<file path="config.mk">
export PLATFORM = sky130hd
export DESIGN_NAME = drp_resp
export DESIGN_NICKNAME = d
export VERILOG_FILES = /design/src/rtl/drp_resp_pkg.sv /design/src/rtl/drp_lock_timer.sv /design/src/rtl/drp_resp.sv
export SDC_FILE = /design/constraint.sdc
export NUM_CORES = 1
export LEC_CHECK = 0
export CORE_MARGIN = 2
export CORE_UTILIZATION = 35
export CTS_CLUSTER_DIAMETER = 40
export DETAILED_ROUTE_END_ITERATION = 10
export PLACE_DENSITY_LB_ADDON = 0.15
export SLEW_MARGIN = 25
export SYNTH_ARGS = -nofsm -noshare
export SYNTH_HDL_FRONTEND = slang
export SYNTH_SLANG_ARGS = --single-unit
</file>
<file path="constraint.sdc">
create_clock -name CLK -period 1.8 [get_ports CLK]
set_input_delay 0.45 -clock CLK [delete_from_list [all_inputs] [get_ports CLK]]
set_output_delay 0.45 -clock CLK [all_outputs]
set_load 0.005 [all_outputs]
</file>
<file path="src/rtl/drp_resp_pkg.sv">
// Shared widths and FSM encoding for the DRP responder.
package drp_resp_pkg;

    localparam int DRP_AW = 5;
    localparam int DRP_DW = 16;
    localparam int CNT_W  = 4;

    typedef enum logic {
        ST_IDLE = 1'b0,
        ST_BUSY = 1'b1
    } drp_state_e;

endpackage

</file>
<file path="src/rtl/drp_lock_timer.sv">
// Emulated PLL lock: LOCKED rises after LOCK_DLY consecutive RST_PLL-low edges.
module drp_lock_timer #(
    parameter int LOCK_DLY = 64
) (
    input  logic CLK,
    input  logic RSTX,
    input  logic RST_PLL,
    output logic LOCKED
);

    localparam logic [15:0] LOCK_MAX = 16'(LOCK_DLY);

    logic [15:0] r_cnt;
    logic        r_locked;
    logic [15:0] w_cnt_next;

    always_comb begin
        w_cnt_next = r_cnt;
        if (RST_PLL) begin
            w_cnt_next = '0;
        end else if (r_cnt != LOCK_MAX) begin
            w_cnt_next = r_cnt + 16'd1;
        end
    end

    // LOCKED follows the next count so it rises on the edge the count saturates.
    always_ff @(posedge CLK or negedge RSTX) begin
        if (!RSTX) begin
            r_cnt    <= '0;
            r_locked <= 1'b0;
        end else begin
            r_cnt    <= w_cnt_next;
            r_locked <= (w_cnt_next == LOCK_MAX);
        end
    end

    assign LOCKED = r_locked;

endmodule

</file>
<file path="src/rtl/drp_resp.sv">
// DRP responder: 32x16 register bank with fixed DRDY latency and PLL lock emulation.
// Optional protocol check of DEN-while-busy is built when DRP_RESP_ERRCHK_EN is defined.
module drp_resp
    import drp_resp_pkg::*;
#(
    parameter int RD_LAT   = 2,
    parameter int LOCK_DLY = 64
) (
    input  logic              CLK,
    input  logic              RSTX,
    input  logic              DEN,
    input  logic              DWE,
    input  logic [DRP_AW-1:0] DADDR,
    input  logic [DRP_DW-1:0] DI,
    output logic [DRP_DW-1:0] DO,
    output logic              DRDY,
    input  logic              RST_PLL,
    output logic              LOCKED,
    output logic              ERR
);

    localparam int NREG = 1 << DRP_AW;
    localparam logic [CNT_W-1:0] LAT_LOAD = CNT_W'(RD_LAT - 1);

    drp_state_e        r_state, w_state_next;
    logic [CNT_W-1:0]  r_cnt, w_cnt_next;
    logic [DRP_AW-1:0] r_addr;
    logic [DRP_DW-1:0] r_data;
    logic              r_we;
    logic              r_drdy, w_drdy_next;
    logic [DRP_DW-1:0] r_do, w_do_next;
    logic              w_capture;
    logic              w_mem_we;
    logic [DRP_DW-1:0] r_mem [NREG];

    // The DRDY cycle is still BUSY, so a DEN there is dropped like any other overlap.
    always_comb begin
        w_state_next = r_state;
        w_cnt_next   = r_cnt;
        w_drdy_next  = 1'b0;
        w_do_next    = r_do;
        w_capture    = 1'b0;
        w_mem_we     = 1'b0;
        unique case (r_state)
            ST_IDLE: begin
                if (DEN) begin
                    w_state_next = ST_BUSY;
                    w_cnt_next   = LAT_LOAD;
                    w_capture    = 1'b1;
                end
            end
            ST_BUSY: begin
                if (r_drdy) begin
                    w_state_next = ST_IDLE;
                    w_mem_we     = r_we;
                end else if (r_cnt == '0) begin
                    w_drdy_next = 1'b1;
                    if (!r_we) begin
                        w_do_next = r_mem[r_addr];
                    end
                end else begin
                    w_cnt_next = r_cnt - 1'b1;
                end
            end
        endcase
    end

    always_ff @(posedge CLK or negedge RSTX) begin
        if (!RSTX) begin
            r_state <= ST_IDLE;
            r_cnt   <= '0;
            r_addr  <= '0;
            r_data  <= '0;
            r_we    <= 1'b0;
            r_drdy  <= 1'b0;
            r_do    <= '0;
        end else begin
            r_state <= w_state_next;
            r_cnt   <= w_cnt_next;
            r_drdy  <= w_drdy_next;
            r_do    <= w_do_next;
            if (w_capture) begin
                r_addr <= DADDR;
                r_data <= DI;
                r_we   <= DWE;
            end
        end
    end

    genvar gi;
    generate
        for (gi = 0; gi < NREG; gi++) begin : g_bank
            always_ff @(posedge CLK or negedge RSTX) begin
                if (!RSTX) begin
                    r_mem[gi] <= '0;
                end else if (w_mem_we && (r_addr == DRP_AW'(gi))) begin
                    r_mem[gi] <= r_data;
                end
            end
        end
    endgenerate

`ifdef DRP_RESP_ERRCHK_EN
    logic r_err;
    always_ff @(posedge CLK or negedge RSTX) begin
        if (!RSTX) begin
            r_err <= 1'b0;
        end else if (DEN && (r_state == ST_BUSY)) begin
            r_err <= 1'b1;
        end
    end
    assign ERR = r_err;
`else
    assign ERR = 1'b0;
`endif

    drp_lock_timer #(
        .LOCK_DLY(LOCK_DLY)
    ) u_lock (
        .CLK    (CLK),
        .RSTX   (RSTX),
        .RST_PLL(RST_PLL),
        .LOCKED (LOCKED)
    );

    assign DO   = r_do;
    assign DRDY = r_drdy;

endmodule

</file>
==> impl_metrics.ini <==
[timing]
rsz0062_at_grt = yes
hold_violations = 0
whs_ps = 274
min_period_ps = 2180
fmax_mhz = 458
setup_viol = 509
fin_crit_sh = 1.21
setup_ws_ps = -385
report.final.slew_viol_count = 0
fin_skew_ps = 16.4
worstMarginPinSlew_ps = 1230
relSlewSlack = 0.178

[synth]
ys_warn_count = 0
yosys-top-cells-area = dfrtp_1 (55%), mux2_2 (23%), mux4_2 (10%)
synthCells = 1658
yosys.area.top_type_share = 0.550
async_flop_share = 1.00
postSynthAreaPerCell_um2 = 15.7
synth.largest_area_cell = dfrtp_1
ys_seq_area_frac = 0.550
synth_area_um2 = 26100
synth_enable_flop_cells = 0
synth_fp_nets = 1687
ys_ff_latch = 573
synth_common_cells = dfrtp_1 (573), mux2_2 (534), mux4_2 (118)
ys.flop_type = dfrtp_1
yosysMostFrequentCell = dfrtp_1
synth.distinct_cells = 55

[run]
drv_cap = 0

[die]
die_area_um2 = 76700
fp.dieH_um = 277
row_count = 100
ios = 45
core-area_um2 = 74100
dieWidth_um = 277
start_util = 0.352

[place]
dp_hpwl_um = 45300
gp_congestion = 0.777
portBuffers = 43
preCtsSetupSlack_ps = -662
placedCellCount = 2721

[global_route]
grt_pass1_wl_um = 111000
grt_max_degree = 76
grt.total_usage = 0.192
antenna_found_initial = 1
grt_pass1_vias = 16900
grt.overflow.total = 0

[worst_setup_path]
ff2ff_setup_slack_ps = -380
cp.arrival_ps = 2710
ff2ff_path_depth = 6
worstPathRequired_ps = 2320
cp-end-kind = flip-flop
cp_max_fo = 6
start_kind = flip-flop
regToRegStartpoint = r_addr[0]
r2r_end = DO[11]
worstSetupPathType = reg2reg

[clock_tree]
cts.sink_count = 573
clkLatencyLatePin_ps = 640
clkTransAtPathRegs_ps = 50
cts_tree = built
htreeDepth = 3
numCtsBuffers = 100
cts_root_buf = clkbuf_16
clock_path_buffers = 3

[detailed_routing]
first_iter_violations = 945
drc = 0
vias_per_cell = 5.32
drt_pre_antenna_iters = 5
highest_layer = met4
met1_length_um = 38100
met2_length_um = 35300
wl_um = 78500
wl_met3_um = 3000
postRouteAntennaNets = 0
dr_total_vias = 15900
wl_per_cell_um = 26.2

[finish]
fin_cells = 2995
multi_input_area_um2 = 13100
fillers = 6217
n_antenna_cell = 0
synthToLayoutAreaGrowth_pct = 40.0
finalNetCount = 1971
regArea_um2 = 14400
drive_gt1_frac = 0.616

[pwr]
ir_worst_vdd_mv = 1.14
powerDensity_nw_per_um2 = 1540
finalPower_mw = 56.3
p_leak_nw = 16.7

[status]
run_status = finished, violations left
violations = setup timing

[hold_path]
hold_path.class = in2async
==> state kept, by name (all words and copies together), names as in the netlist <==
name,cells
r_data,16
u_lock.r_cnt,16
r_mem,512
DRDY,1
r_state,1
r_cnt,4
DO,16
u_lock.LOCKED,1
r_addr,5
r_we,1
==> layout make-up <==
class	instances	area share
inverters	7	0.000720
flip-flops and latches	573	0.394
repair buffers	319	0.114
well taps	969	0.0332
multi-input cells	941	0.358
clock inverters	54	0.0220
clock buffers	132	0.0782
==> worst max path at each step <==
stage,startpoint,endpoint,slack (ps),cells after the start
6_report,r_addr[0],DO[11],-380,6
5_1_grt,r_addr[0],DO[1],-430,7
4_1_cts,r_addr[0],DO[11],-410,6
3_5_place_dp,r_addr[0],DO[7],-660,5
3_3_place_gp,r_addr[0],DO[7],-630,5
2_1_floorplan,r_addr[0],DO[11],-120,5
==> logic make-up (layout without fill, tap and decap cells) <==
group                      after synthesis  count (layout)  synth area share
adders and majority gates                3               3           0.00144
buffers and inverters                  144             512            0.0319
xor gates and xnor gates                14              14           0.00470
AOI/OAI and AO/OA                       71              71            0.0180
muxes                                  688             688             0.358
other                                    1               1          0.000144
and+or+nand+nor                        164             164            0.0361
DFF                                    573             573             0.550
==> metrics by stage <==
step | utilization | area, um2 | TNS, ps
2_1_floorplan | - | 26300 | -12030
6_report | 0.493 | 36500 | -84860
3_3_place_gp | 0.397 | 29400 | -117590
3_5_place_dp | 0.397 | 29400 | -120580
5_1_grt | 0.493 | 36500 | -106310
4_1_cts | 0.459 | 34000 | -86940
==> worst max-delay path, stage by stage, from the launching register on <==
cell     delay (ps)
dfrtp_4         530
buf_8           160
buf_6           120
buf_6           110
mux4_2          430
mux4_2          490
o221a_1         230
==> power by group <==
part           switching [mW]  internal, mW  total (mW)  leakage (nW)
Clock                    6.70          13.7        20.4          1.79
Sequential               2.91          15.7        18.6          7.86
Combinational            7.33          9.99        17.3          7.04
Total                    16.9          39.4        56.3          16.7
==> routing by layer <==
metal / up-vias / GRT usage
met4: 0 / 0.0642
met2: 342 / 0.300
met5: - / 0
met3: 129 / 0.0359
li1: 6781 / -
met1: 8667 / 0.271
==> repair_timing <==
item,4_1_cts,5_1_grt
setup endpoints to repair,547,538
resized for setup,142,529
hold buffers,1,0
endpoints found under the hold margin,49,0
buffers inserted,39,38
cloned,10,14
pin swaps,32,45
==> layout by cell type, fill, tap and decap left out, drive strengths merged, types with 7 or more instances in the layout <==
cell / n
clkdlybuf4s15: 7
inv: 14
clkinv: 21
buf: 267
bufinv: 18
or4: 8
xnor2: 7
nor3: 7
mux4: 136
xor2: 7
mux2: 535
nor2b: 8
clkinvlp: 8
dfrtp: 573
nor2: 64
mux2i: 17
nand2: 31
clkdlybuf4s50: 24
o21ai: 13
nand3: 9
o22ai: 38
clkbuf: 148
(Power assumes the default switching activity.)
==> RTL change 1: new RTL, config.mk and constraints unchanged <==
`LOCK_DLY` is set to 64 in 2 places; all go to 48.
--- a/src/rtl/drp_lock_timer.sv
+++ b/src/rtl/drp_lock_timer.sv
@@ -1,5 +1,5 @@
 // Emulated PLL lock: LOCKED rises after LOCK_DLY consecutive RST_PLL-low edges.
 module drp_lock_timer #(
-    parameter int LOCK_DLY = 64
+    parameter int LOCK_DLY = 48
 ) (
     input  logic CLK,
--- a/src/rtl/drp_resp.sv
+++ b/src/rtl/drp_resp.sv
@@ -5,5 +5,5 @@
 #(
     parameter int RD_LAT   = 2,
-    parameter int LOCK_DLY = 64
+    parameter int LOCK_DLY = 48
 ) (
     input  logic              CLK,
Check against the original RTL: no difference found for any inputs over 4 cycles, from zero or initial values and one cycle with RSTX low; that may be too few to reach the edited logic, so the function may still have changed.
==> RTL change 1 against the original RTL <==
- the flow still finishes with violations (negative setup slack)
- synthesized cell count is 0.42% higher
- non-clock buffer count is 14 lower
- wire length is 5.9% lower
- worst setup slack better by 69 ps
- clock skew is 18 ps higher
- total power is 4.2% lower
- final area is 4.9% lower
- synthesized area hardly changed
- sequential cell count stayed put
- critical path type unchanged
==> RTL change 1: results (changes against the original RTL) <==
[status] outcome complete, but fails checks
[status] failing checks negative setup slack
[drt] post-DR wirelength/cell 24.6 um [-6.1%]
[drt] overall via count from detail_route 15755 [-1.0%]
[finish] # clk buffers 129 [-2.3%]
[logic_synthesis] dominant cells by area after synthesis sky130_fd_sc_hd__dfrtp_1 (55%), sky130_fd_sc_hd__mux2_2 (23%), sky130_fd_sc_hd__mux4_2 (12%)
[global_route] number of global-route vias before repair 17150 [+1.6%]
[finish] ratio of cells with drive above 1 in the final layout 61.3% [-0.34 points]
[pwr] static leakage 16.1 nW [-3.3%]
[place] estimated wirelength of the detail-placed design 46900 um [+3.4%]
[place] placed cell count 2752 [+1.1%]
[finish] number of signal-net inverters in the final layout 8 [+1]
[global_route] maximum number of pins on one net before global-route repair 69 [-9.2%]
[finish] share of cell area taken by flip-flops and latches 41.4% [+2.0 points]
[finish] Filler cells 6382 [+2.7%]
[drt] Vias per Instance 5.25 [-1.3%]
[global_route] antenna violations before repair 2 [+1]
[place] Cell Area, Placed 29800 um^2 [+1.2%]
[drt] Post-Route M1 WL 34100 um [-10%]
[logic_synthesis] sequential area share after synthesis 55.0% [about the same]
[sta] total setup violations reported at the end of the flow 531 [+4.3%]
[global_route] met1 track demand over resource 27.8% [+0.64 points]
[setup_path] cell type group with the largest total delay on the critical path buffers and inverters
[finish] number of ordinary and repair buffers in the finished layout 305 [-4.4%]
[setup_path] worst path arrival time 2640 ps [-70 ps]
[place] pre-CTS setup slack -377 ps [+284 ps]
[finish] clock network share of area 11.1% [+1.0 points]
[drt] Routed met3 length 3390 um [+13%]
[finish] number of sequential storage elements 573 [unchanged]
[logic_synthesis] Cells after Synth 1665 [+0.42%]
[sta] final worst slack -316 ps [+68.5 ps]
[global_route] met2 global-route usage 30.5% [+0.48 points]
[setup_path] critical path fanouts, max 15 [+9]
[place] gpl congestion 0.786 [+1.2%]
[setup_path] delay contributed by the slowest stage of the critical path 490 ps [-40 ps]
[drt] uppermost metal layer occupied by signal nets met5
[finish] Multi-Input Combinational 946 [+0.53%]
[RTL change 1: path summary, 6_finish.rpt]
check,to,slack [ps],depth (start not counted)
worst max register to register,r_mem[310],-320,9
worst min register to register,r_mem[83],500,1
worst min-delay path,r_mem[297],310,2
max in group asynchronous,r_data[11],660,3
worst max-delay path,r_mem[310],-320,9
min in group CLK,r_data[0],420,2
[RTL change 1: what timing repair did]
action,CTS,global route
setup buffers,30,8
gates resized for setup,127,22
setup endpoints to repair,547,535
cloned,11,1
endpoints found under the hold margin,16,0
pin swaps,13,9
hold buffers,1,0
[RTL change 1: logic make-up after synthesis]
kind of cell	after synthesis	synth area share (%)
simple gates	161	3.30
flops	573	55.0
buf+inv	146	3.12
mux	700	36.1
compound gates	66	1.72
xor+xnor	15	0.504
fa+ha+maj	3	0.144
other cells	1	0.0144
[RTL change 1: power by group]
group | switching, mW | internal [mW] | leakage [nW]
logic | 6.22 | 7.93 | 6.41
clock network | 7.30 | 13.7 | 1.87
registers | 3.06 | 15.7 | 7.86
==> RTL change 2: new RTL, same settings <==
Made on the original files. Take the reset off `r_do` and load it in a clocked block of its own.
--- a/src/rtl/drp_resp.sv
+++ b/src/rtl/drp_resp.sv
@@ -74,10 +74,8 @@
             r_we    <= 1'b0;
             r_drdy  <= 1'b0;
-            r_do    <= '0;
         end else begin
             r_state <= w_state_next;
             r_cnt   <= w_cnt_next;
             r_drdy  <= w_drdy_next;
-            r_do    <= w_do_next;
             if (w_capture) begin
                 r_addr <= DADDR;
@@ -86,4 +84,8 @@
             end
         end
+    end
+
+    always_ff @(posedge CLK) begin
+        r_do <= w_do_next;
     end
 
Formal check against the unedited RTL: not equivalent (a bounded check fails within 10 cycles, from zero or initial values and one cycle with RSTX low; the reset may be asserted at any time).
==> RTL change 2 against the original RTL <==
- the flow still finishes with violations (negative setup slack)
- hold slack worse by 28 ps
- maximum frequency fell by 7.9%
- wire length fell by 9.5%
- total power shrank 6.6%
- synthesized area is 0.21% higher
- combinational power shrank 14%
- final area is 5.8% lower
- sequential share of layout area rose by 2.6 points
- worst setup slack worse by 190 ps
- via count fell by 6.0%
- sequential cell count unchanged
- sequential power decreased by 6%
- critical endpoint is now DO[13]
==> RTL change 2: results (changes against the original RTL) <==
[finish] ratio of cells with drive above 1 in the final layout 57.3% [-4.3 points]
[cts] Max Root-Sink Buffers 3 [unchanged]
[finish] Filler cells 6377 [+2.6%]
[logic_synthesis] dominant cells by area after synthesis sky130_fd_sc_hd__dfrtp_1 (53%), sky130_fd_sc_hd__mux2_2 (16%), sky130_fd_sc_hd__mux4_2 (14%)
[global_route] antenna violations before repair 0 [-1]
[sta] worst rel slew slack 56.6% [+39 points]
[sta] total setup violations reported at the end of the flow 539 [+5.9%]
[finish] Inserted Diodes 0 [unchanged]
[cts] H-Tree Level Count 3 [unchanged]
[setup_path] critical path fanouts, max 7 [+1]
[hold_path] Hold Crit Class in -> async
[logic_synthesis] number of synthesized flops with an enable pin 16 [+16]
[logic_synthesis] async set-reset flop share out of synthesis 97.2% [-2.8 points]
[status] failing checks negative setup slack
[drt] overall via count from detail_route 14966 [-6.0%]
[logic_synthesis] count of synthesis-stage warnings from yosys 0 [unchanged]
[global_route] number of global-route vias before repair 16530 [-2.1%]
[drt] number of search-and-repair iterations in the first detailed-routing pass 4 [-1]
[cts] clock latency on the worst-skew pair 670 ps [+30 ps]
[setup_path] delay contributed by the slowest stage of the critical path 540 ps
[global_route] global-route wire length before repair 109000 um [-1.6%]
[cts] CTS buffer count 102 [+2.0%]
[pwr] power per cell area 1530 nW/um^2 [-0.83%]
[global_route] maximum number of pins on one net before global-route repair 77 [+1.3%]
[cts] cell at the root of the clock tree sky130_fd_sc_hd__clkbuf_16
[pwr] internal cell power 36.9 mW [-6.3%]
[place] count of buffers inserted at the top-level ports 43 [unchanged]
[global_route] total routing usage reported by global routing 18.9% [-0.31 points]
[pwr] worst ir drop on vdd 0.994 mV [-13%]
[sta] final worst slack -572 ps [-188 ps]
[finish] Layout Nets 1886 [-4.3%]
[place] gpl congestion 0.764 [-1.7%]
[logic_synthesis] sequential area share after synthesis 55.2% [+0.19 points]
[sta] setup clock skew after layout 41.0 ps [+24.5 ps]
[place] estimated wirelength of the detail-placed design 44800 um [-1.2%]
[drt] post-DR wirelength/cell 24.4 um [-6.9%]
[pwr] static leakage 16.3 nW [-2.3%]
[logic_synthesis] syn_nets 1641 [-2.7%]
[finish] Largest Register r_mem
[status] outcome complete, but fails checks
[sta] sum of negative setup slack -100270 ps [-15410 ps]
[place] Cell Area, Placed 30000 um^2 [+1.9%]
[finish] flip-flop count of the largest register, all copies and words added 512 [unchanged]
[drt] First DRT Iteration DRCs 729 [-23%]
[logic_synthesis] Primary FF master, synth sky130_fd_sc_hd__dfrtp_1
[setup_path] slowest cell on the critical path sky130_fd_sc_hd__mux4_2
[logic_synthesis] ranking of synthesized cells by instance count sky130_fd_sc_hd__dfrtp_1 (557), sky130_fd_sc_hd__mux2_2 (379), sky130_fd_sc_hd__mux4_2 (160)
[logic_synthesis] number of library cell types mapped by synthesis 51 [-7.3%]
[cts] clock-pin slew on the worst setup and hold paths 50 ps [about the same]
[drt] Antenna Violating Nets Remaining 0 [unchanged]
## RTL change 2: logic make-up after synthesis
group	Yosys count	share of synthesized area, %
XOR/XNOR	14	0.469
AND/OR/NAND/NOR	171	3.89
buffers and inverters	141	2.82
AO/OA/AOI/OAI	16	0.417
other	1	0.0144
multiplexers	693	37.1
flip-flops	573	55.2
adder cells (fa/ha/maj)	3	0.144
## RTL change 2: final cells by class
cell class              instances  area share, %
clock buffers                 126           8.06
clock inverters                62           2.69
inverters                       8         0.0873
multi-input cells             898           33.3
flip-flops and latches        573           42.0
well taps                     969           3.52
repair buffers                274           10.4
## RTL change 2: what timing repair did
item,CTS,global route
buffers inserted,19,6
gates cloned,5,5
setup endpoints to repair,549,563
hold endpoints to repair,60,0
resized for setup,68,31
hold buffers,1,0
pin swaps,17,19
## RTL change 2: worst paths after layout
path	start	endpoint	slack, ps	cells past startpoint
worst max register to register	r_addr[0]	DO[13]	-570	7
worst min-delay path	RSTX	r_mem[397]	250	2
worst max-delay path	r_addr[0]	DO[13]	-570	7
min in group CLK	DADDR[4]	r_addr[4]	380	3
max in group asynchronous	RSTX	r_mem[435]	740	3
worst min register to register	r_mem[8]	r_mem[8]	480	1
## RTL change 2: worst max-delay path, delay by kind of cell, from the launching register on
kind                   cells  cell delay (ps)
multiplexers               2             1030
AND/OR/NAND/NOR            2              180
flip-flops                 1              520
buffers and inverters      3              400
## RTL change 2: power groups by stage
stage / Sequential (mW) / Clock [mW] / Combinational, mW
after floorplan: 16.8 / 0 / 9.08
after detailed placement: 17.6 / 0 / 13.6
after CTS: 17.4 / 20.8 / 14.8
after global placement: 17.5 / 0 / 13.4
final: 17.4 / 20.3 / 14.9
after global routing: 17.7 / 21.4 / 16.0
## RTL change 2: per-layer routing
layer	up-vias	wire length, um	global-route usage (%)	share of wire (%)
met1	8096	32500	25.9	46
met5	-	0	0	0
met4	0	1650	5.10	2.3
met2	243	34500	31.1	49
li1	6516	-	-	-
met3	111	2270	3.31	3.2
## RTL change 2: metrics by stage
| stage | worst slack, ps | std cells | total power [mW] |
|---|---|---|---|
| 6_report | -572 | 2910 | 52.6 |
| 5_1_grt | -617 | 2910 | 55.1 |
| 4_1_cts | -564 | 2900 | 52.9 |
| 3_5_place_dp | -709 | 2687 | 31.2 |
| 3_3_place_gp | -694 | 2687 | 30.9 |
| 2_1_floorplan | -246 | 1612 | 25.9 |
